<file path="src/rtl/vga_frame_reader_if.sv">
// Frame-buffer read port and VGA pin bundle for vga_frame_reader.
// master = display stage (drives reads and pins), slave = memory / monitor side.
interface vga_frame_reader_if;
   logic        rd_en;
   logic [18:0] rd_addr;
   logic [11:0] rd_data;
   logic [3:0]  vga_r;
   logic [3:0]  vga_g;
   logic [3:0]  vga_b;
   logic        vga_hs;
   logic        vga_vs;
   logic        vga_de;
   logic        frame_start;

   modport master (
      output rd_en, rd_addr, vga_r, vga_g, vga_b, vga_hs, vga_vs, vga_de, frame_start,
      input  rd_data
   );

   modport slave (
      input  rd_en, rd_addr, vga_r, vga_g, vga_b, vga_hs, vga_vs, vga_de, frame_start,
      output rd_data
   );
endinterface

</file>
<file path="src/rtl/vga_frame_reader.sv">
// 640x480@60 VGA timing generator reading an RGB444 frame buffer, gated by cfg_done per frame.
// Optional macro VGA_TEST_PATTERN_EN adds pattern_sel and an 8-bar colour test pattern.
module vga_frame_reader #(
   parameter int H_ACTIVE = 640,
   parameter int H_FP     = 16,
   parameter int H_SYNC   = 96,
   parameter int H_BP     = 48,
   parameter int V_ACTIVE = 480,
   parameter int V_FP     = 10,
   parameter int V_SYNC   = 2,
   parameter int V_BP     = 33,
   parameter bit SYNC_POL = 1'b0,
   parameter int RD_LAT   = 1
) (
   input  logic               clk,
   input  logic               rst_n,
   input  logic               cfg_done,
`ifdef VGA_TEST_PATTERN_EN
   input  logic               pattern_sel,
`endif
   vga_frame_reader_if.master bus
);

   localparam int         H_TOTAL  = H_ACTIVE + H_FP + H_SYNC + H_BP;
   localparam int         V_TOTAL  = V_ACTIVE + V_FP + V_SYNC + V_BP;
   localparam logic [9:0] H_ACT    = 10'(H_ACTIVE);
   localparam logic [9:0] H_SYNC_B = 10'(H_ACTIVE + H_FP);
   localparam logic [9:0] H_SYNC_E = 10'(H_ACTIVE + H_FP + H_SYNC);
   localparam logic [9:0] H_LAST   = 10'(H_TOTAL - 1);
   localparam logic [9:0] V_ACT    = 10'(V_ACTIVE);
   localparam logic [9:0] V_SYNC_B = 10'(V_ACTIVE + V_FP);
   localparam logic [9:0] V_SYNC_E = 10'(V_ACTIVE + V_FP + V_SYNC);
   localparam logic [9:0] V_LAST   = 10'(V_TOTAL - 1);
   localparam int         PIPE     = RD_LAT + 1;
   localparam logic       SYNC_IDLE = ~SYNC_POL;

   // Flag word bits: [0]=hs [1]=vs [2]=de [3]=frame start; pattern build adds [4]=pattern, [7:5]=bar.
`ifdef VGA_TEST_PATTERN_EN
   localparam int FW = 8;

   function automatic logic [2:0] bar_of(input logic [9:0] h);
      logic [2:0] b;
      if      (h < 10'd80)  b = 3'd0;
      else if (h < 10'd160) b = 3'd1;
      else if (h < 10'd240) b = 3'd2;
      else if (h < 10'd320) b = 3'd3;
      else if (h < 10'd400) b = 3'd4;
      else if (h < 10'd480) b = 3'd5;
      else if (h < 10'd560) b = 3'd6;
      else                  b = 3'd7;
      return b;
   endfunction

   function automatic logic [11:0] bar_colour(input logic [2:0] b);
      logic [11:0] c;
      case (b)
         3'd0:    c = 12'hFFF;
         3'd1:    c = 12'hFF0;
         3'd2:    c = 12'h0FF;
         3'd3:    c = 12'h0F0;
         3'd4:    c = 12'hF0F;
         3'd5:    c = 12'hF00;
         3'd6:    c = 12'h00F;
         default: c = 12'h000;
      endcase
      return c;
   endfunction
`else
   localparam int FW = 4;
`endif

   logic [9:0]    h_cnt_q, h_cnt_d;
   logic [9:0]    v_cnt_q, v_cnt_d;
   logic          active0_s, hs0_s, vs0_s, first0_s;
   logic [FW-1:0] flags0_s;
   logic [18:0]   issue_addr_s;
   logic [18:0]   addr_ptr_q, addr_ptr_d;
   logic [18:0]   rd_addr_q, rd_addr_d;
   logic          rd_en_q, rd_en_d;
   logic          show_q, show_d;
   logic [FW-1:0] pipe_q [PIPE];
   logic [FW-1:0] pipe_d [PIPE];
   logic [FW-1:0] pipe_out_s;
   logic [11:0]   rgb_q, rgb_d;
   logic          hs_q, hs_d;
   logic          vs_q, vs_d;
   logic          de_q, de_d;
   logic          fs_q, fs_d;

   // Scan counters: h wraps at end of line, v advances on each h wrap.
   always_comb begin
      h_cnt_d = h_cnt_q;
      v_cnt_d = v_cnt_q;
      if (h_cnt_q == H_LAST) begin
         h_cnt_d = 10'd0;
         if (v_cnt_q == V_LAST) begin
            v_cnt_d = 10'd0;
         end else begin
            v_cnt_d = v_cnt_q + 10'd1;
         end
      end else begin
         h_cnt_d = h_cnt_q + 10'd1;
      end
   end

   // Stage-0 decode of the scan position into raw timing flags.
   always_comb begin
      active0_s = (h_cnt_q < H_ACT) && (v_cnt_q < V_ACT);
      hs0_s     = (h_cnt_q >= H_SYNC_B) && (h_cnt_q < H_SYNC_E);
      vs0_s     = (v_cnt_q >= V_SYNC_B) && (v_cnt_q < V_SYNC_E);
      first0_s  = (h_cnt_q == 10'd0) && (v_cnt_q == 10'd0);
`ifdef VGA_TEST_PATTERN_EN
      flags0_s  = {bar_of(h_cnt_q), pattern_sel, first0_s, active0_s, vs0_s, hs0_s};
`else
      flags0_s  = {first0_s, active0_s, vs0_s, hs0_s};
`endif
   end

   // Read address: a running pointer restarted at (0,0); rd_addr keeps the last issued value in blanking.
   always_comb begin
      issue_addr_s = first0_s ? 19'd0 : addr_ptr_q;
      if (active0_s) begin
         addr_ptr_d = issue_addr_s + 19'd1;
         rd_addr_d  = issue_addr_s;
      end else begin
         addr_ptr_d = addr_ptr_q;
         rd_addr_d  = rd_addr_q;
      end
`ifdef VGA_TEST_PATTERN_EN
      rd_en_d = active0_s && !pattern_sel;
`else
      rd_en_d = active0_s;
`endif
      if (first0_s) begin
         show_d = cfg_done;
      end else begin
         show_d = show_q;
      end
   end

   // Flag delay line matching the address register plus the memory read latency.
   always_comb begin
      pipe_d[0] = flags0_s;
      for (int i = 1; i < PIPE; i++) begin
         pipe_d[i] = pipe_q[i-1];
      end
      pipe_out_s = pipe_q[PIPE-1];
   end

   // Pin values: sync polarity applied here, colour gated by de and the per-frame show flag.
   always_comb begin
      hs_d = pipe_out_s[0] ? SYNC_POL : SYNC_IDLE;
      vs_d = pipe_out_s[1] ? SYNC_POL : SYNC_IDLE;
      de_d = pipe_out_s[2];
      fs_d = pipe_out_s[3];
`ifdef VGA_TEST_PATTERN_EN
      if (pipe_out_s[4]) begin
         if (pipe_out_s[2]) begin
            rgb_d = bar_colour(pipe_out_s[7:5]);
         end else begin
            rgb_d = 12'h000;
         end
      end else if (pipe_out_s[2] && show_q) begin
         rgb_d = bus.rd_data;
      end else begin
         rgb_d = 12'h000;
      end
`else
      if (pipe_out_s[2] && show_q) begin
         rgb_d = bus.rd_data;
      end else begin
         rgb_d = 12'h000;
      end
`endif
   end

   // State registers; reset clears the scan immediately and parks the syncs inactive.
   always_ff @(posedge clk or negedge rst_n) begin
      if (!rst_n) begin
         h_cnt_q    <= 10'd0;
         v_cnt_q    <= 10'd0;
         addr_ptr_q <= 19'd0;
         rd_addr_q  <= 19'd0;
         rd_en_q    <= 1'b0;
         show_q     <= 1'b0;
         for (int i = 0; i < PIPE; i++) begin
            pipe_q[i] <= {FW{1'b0}};
         end
         rgb_q      <= 12'h000;
         hs_q       <= SYNC_IDLE;
         vs_q       <= SYNC_IDLE;
         de_q       <= 1'b0;
         fs_q       <= 1'b0;
      end else begin
         h_cnt_q    <= h_cnt_d;
         v_cnt_q    <= v_cnt_d;
         addr_ptr_q <= addr_ptr_d;
         rd_addr_q  <= rd_addr_d;
         rd_en_q    <= rd_en_d;
         show_q     <= show_d;
         for (int i = 0; i < PIPE; i++) begin
            pipe_q[i] <= pipe_d[i];
         end
         rgb_q      <= rgb_d;
         hs_q       <= hs_d;
         vs_q       <= vs_d;
         de_q       <= de_d;
         fs_q       <= fs_d;
      end
   end

   assign bus.rd_en       = rd_en_q;
   assign bus.rd_addr     = rd_addr_q;
   assign bus.vga_r       = rgb_q[11:8];
   assign bus.vga_g       = rgb_q[7:4];
   assign bus.vga_b       = rgb_q[3:0];
   assign bus.vga_hs      = hs_q;
   assign bus.vga_vs      = vs_q;
   assign bus.vga_de      = de_q;
   assign bus.frame_start = fs_q;

endmodule

</file>
<file path="src/flat_wrapper.sv">
// flat-port wrapper written by rule: the top's interface ports become plain ports
module vga_frame_reader_flat 
#(
   parameter int H_ACTIVE = 640,
   parameter int H_FP     = 16,
   parameter int H_SYNC   = 96,
   parameter int H_BP     = 48,
   parameter int V_ACTIVE = 480,
   parameter int V_FP     = 10,
   parameter int V_SYNC   = 2,
   parameter int V_BP     = 33,
   parameter bit SYNC_POL = 1'b0,
   parameter int RD_LAT   = 1
)
  (clk, rst_n, cfg_done, bus_rd_en, bus_rd_addr, bus_vga_r, bus_vga_g, bus_vga_b, bus_vga_hs, bus_vga_vs, bus_vga_de, bus_frame_start, bus_rd_data);
  vga_frame_reader_if bus_i ();
  input  logic clk;
  input  logic rst_n;
  input  logic cfg_done;
  output wire logic [$bits(bus_i.rd_en)-1:0] bus_rd_en;
  output wire logic [$bits(bus_i.rd_addr)-1:0] bus_rd_addr;
  output wire logic [$bits(bus_i.vga_r)-1:0] bus_vga_r;
  output wire logic [$bits(bus_i.vga_g)-1:0] bus_vga_g;
  output wire logic [$bits(bus_i.vga_b)-1:0] bus_vga_b;
  output wire logic [$bits(bus_i.vga_hs)-1:0] bus_vga_hs;
  output wire logic [$bits(bus_i.vga_vs)-1:0] bus_vga_vs;
  output wire logic [$bits(bus_i.vga_de)-1:0] bus_vga_de;
  output wire logic [$bits(bus_i.frame_start)-1:0] bus_frame_start;
  input wire logic [$bits(bus_i.rd_data)-1:0] bus_rd_data;
  assign bus_rd_en = bus_i.rd_en;
  assign bus_rd_addr = bus_i.rd_addr;
  assign bus_vga_r = bus_i.vga_r;
  assign bus_vga_g = bus_i.vga_g;
  assign bus_vga_b = bus_i.vga_b;
  assign bus_vga_hs = bus_i.vga_hs;
  assign bus_vga_vs = bus_i.vga_vs;
  assign bus_vga_de = bus_i.vga_de;
  assign bus_frame_start = bus_i.frame_start;
  assign bus_i.rd_data = bus_rd_data;
  vga_frame_reader #(.H_ACTIVE(H_ACTIVE), .H_FP(H_FP), .H_SYNC(H_SYNC), .H_BP(H_BP), .V_ACTIVE(V_ACTIVE), .V_FP(V_FP), .V_SYNC(V_SYNC), .V_BP(V_BP), .SYNC_POL(SYNC_POL), .RD_LAT(RD_LAT)) u_core (.clk(clk), .rst_n(rst_n), .cfg_done(cfg_done), .bus(bus_i));
endmodule
</file>
<file path="config.mk">
export PLATFORM = sky130hd
export DESIGN_NAME = vga_frame_reader_flat
export DESIGN_NICKNAME = d
export VERILOG_FILES = /design/src/rtl/vga_frame_reader_if.sv /design/src/rtl/vga_frame_reader.sv /design/src/flat_wrapper.sv
export SDC_FILE = /design/constraint.sdc
export NUM_CORES = 1
export LEC_CHECK = 0
export ABC_AREA = 1
export BUFFER_PORTS_ARGS = -buffer_cell sky130_fd_sc_hd__buf_2
export CORE_MARGIN = 1
export CORE_UTILIZATION = 36
export DETAILED_ROUTE_END_ITERATION = 7
export PLACE_DENSITY = 0.64
export SLEW_MARGIN = 0
export SYNTH_ARGS = -nofsm -noshare
export SYNTH_HDL_FRONTEND = slang
export SYNTH_SLANG_ARGS = --single-unit
</file>
<file path="constraint.sdc">
create_clock -name clk -period 2.5 [get_ports clk]
set_clock_uncertainty 0.2 [all_clocks]
set_input_delay 0.5 -clock clk [delete_from_list [all_inputs] [get_ports clk]]
set_output_delay 0.5 -clock clk [all_outputs]
set_load 0.02 [all_outputs]
</file>
==> metrics.txt <==
worst hold path startpoint cfg_done; final setup vio count 0; Final Non-Filler Cells 594; Layout Cell Area excl Fill 4436 sq um; Final WS setup 176.4 ps; transition time of the tightest slew-check pin 631.9 ps; Critical Path Start u_core.v_cnt_q[0]; All-Layer GR Usage 13.77%; crit end category flip-flop; CTS root buffer clkbuf_8; placed cell areas 4182 sq um; H-tree levels 3; FFs w/ async S/R, synth 100.0%; critical path class reg -> reg; r2r startpoint u_core.v_cnt_q[0]; Area Overhead vs Synth 18.28%; Placer Congestion 0.7926; Hold WS 130.8 ps; EDFF count, synth 0; clock latency on the worst-skew pair 360 ps; via density per instance 4.527; number of global-route vias before repair 2622; Worst R2R Setup Slack 180 ps; antenna violations before repair 0; final clock period utilization by the worst path 92.94%; first-pass GRT wire length 11.90 mm; core area 9955 sq um; critical path arrival 2380 ps; Seq/Total Area, Yosys 55.46%; Die Wd 104.1 microns; Syn Inst Count 396; register bit total from synthesis 83; Syn Area/Cell 9.469 sq um; DRT antenna net count 0; Placed Instances 576; status completed; port buffer count 50; share of post-route cells with drive strength above 1 24.73%; Setup crit start kind flip-flop; DR vias 2689; setup TNS 0 ps; synth unique cells 39; top_reg_cell synth dfrtp_1; WHS Path Cells 3; worst hold endpoint u_core.show_q; DIE HEIGHT 104.1 microns; final hold vios 0; Initial Util 37.67%; final WL 6.768 mm; Util after Layout 44.56%; Mapped Area 3750 sq um; Pwr Total 2.482 mW; initial DRC count 136; Initial DRT Pass Iterations 4; Max-cap violations 0; Overflow after GRT 0; post-layout min period 2324 ps; pre-CTS WS 159.2 ps; Clock Sinks 83; TritonCTS clock tree yes; CTS Buffer Depth 2; clock-pin slew on the worst setup and hold paths 90 ps; crit-path max FO 4; die area 10830 sq um; Antenna diodes 0; FILL cells 937; f_max 430.4 MHz; Ys Warns 0; leak pwr 2.306 nW; Final Slew Violations 0; site row count 36; Peak VDD IR 0.3377 mV; syn_nets 416; final HPWL from detailed placement 4.929 mm; Worst R2R Path Depth 16; nets@finish 476; slew margin rel. 57.87%; total CTS buffers 9; FF-to-FF End u_core.addr_ptr_q[18]; WP data required 2560 ps; DR WL/cell 11.39 microns; largest net degree at the start of global routing 51; Hold Path Class in -> reg; IO Count 51; pwr dens 559.6 nW/um^2; DRC violations left 0
-- worst max-delay path by stage --
stage	end	slack, ps	cells after the start
after floorplan	u_core.addr_ptr_q[16]	40	18
after global placement	u_core.addr_ptr_q[18]	220	17
after detailed placement	u_core.addr_ptr_q[18]	160	17
after CTS	u_core.addr_ptr_q[18]	140	17
after global routing	u_core.addr_ptr_q[18]	-8	17
final	u_core.addr_ptr_q[18]	180	16
-- kinds of logic (layout without fill, tap and decap cells) --
group | count (synthesis) | after routing | synth area share [%]
and+or+nand+nor | 192 | 192 | 26.66
DFF | 83 | 83 | 55.46
buffers and inverters | 64 | 129 | 7.240
AOI/OAI and AO/OA | 36 | 36 | 5.239
xor gates and xnor gates | 16 | 16 | 3.737
adders and majority gates | 5 | 5 | 1.668
-- synthesized netlist by cell type, types with 2 or more instances --
cell type | n | share of area, %
xnor2_1 | 5 | 1.2
nor2_1 | 37 | 3.7
nor2_4 | 7 | 2.1
buf_2 | 3 | 0.40
nand4_1 | 4 | 0.67
o21ai_0 | 24 | 3.2
dfstp_2 | 2 | 1.4
nand3_2 | 5 | 1.3
nand2_1 | 80 | 8.0
nor2_2 | 5 | 0.83
a21oi_1 | 6 | 0.80
xor2_1 | 11 | 2.6
dfrtp_1 | 81 | 54
inv_1 | 51 | 5.1
nor3b_1 | 3 | 0.60
ha_1 | 5 | 1.7
nand3_1 | 22 | 2.9
nor3_1 | 10 | 1.3
nand2_2 | 6 | 1.0
inv_2 | 5 | 0.50
nand3_4 | 3 | 1.4
nand2_4 | 4 | 1.2
-- flip-flops by register name, summed over array words and instances (netlist names), 4 cells and up --
register and flops:
u_core.pipe_d 4, u_core.bus.rd_addr 19, u_core.rgb_q 12, u_core.v_cnt_q 10, u_core.addr_ptr_q 19, u_core.h_cnt_q 10
u_core.pipe_out_s 4
-- layout by cell type (no fill, tap or decap), types with 8 or more instances in the layout --
cell type,instances
nand2_1,80
o21ai_0,24
inv_1,50
nand3_1,21
dfrtp_1,81
clkbuf_8,9
xor2_1,11
nor2_4,8
nor2_1,36
nor3_1,10
buf_2,49
-- per-layer routing --
layer | share of wire [%] | global-route usage [%] | vias up
met1 | 46 | 16.73 | 1264
met2 | 47 | 22.29 | 50
met4 | 2.4 | 7.959 | 0
met3 | 3.9 | 3.383 | 11
li1 | - | - | 1364
met5 | 0 | 0 | -
-- repair_timing --
item,in CTS,in global routing
endpoints found under the hold margin,47,0
setup buffers,0,1
resized for setup,0,5
endpoints found under the setup margin,0,4
hold buffers,1,0
-- cell type report --
type	count	area (sq um)	area share, %
sequential	83	2079	46.88
multi-input combinational	249	1416	31.93
timing repair buffer	56	337.8	7.616
inverter	57	216.5	4.880
tap	133	166.4	3.752
clock buffer	10	127.6	2.877
clock inverter	6	91.34	2.059
-- power breakdown --
| part | internal [mW] | switching [mW] | total, mW |
|---|---|---|---|
| sequential | 1.35 | 0.00257 | 1.35 |
| combinational | 0.0230 | 0.0519 | 0.0748 |
| clock | 0.566 | 0.487 | 1.05 |
| total | 1.94 | 0.542 | 2.48 |
-- worst max-delay path: stages, from the launching register on --
cell     delay (ps)
dfrtp_1         400
inv_1           120
ha_1            160
inv_1            60
nor3_1          270
nand3_4         140
nand2_2          90
inv_2            40
ha_1            180
inv_1            80
nor2_2           50
nand3_2          90
nor2_4           70
nand3_4         100
nor2_4           40
nand3_1          60
nand2_1          60
Power figures use the tool's default switching activity.
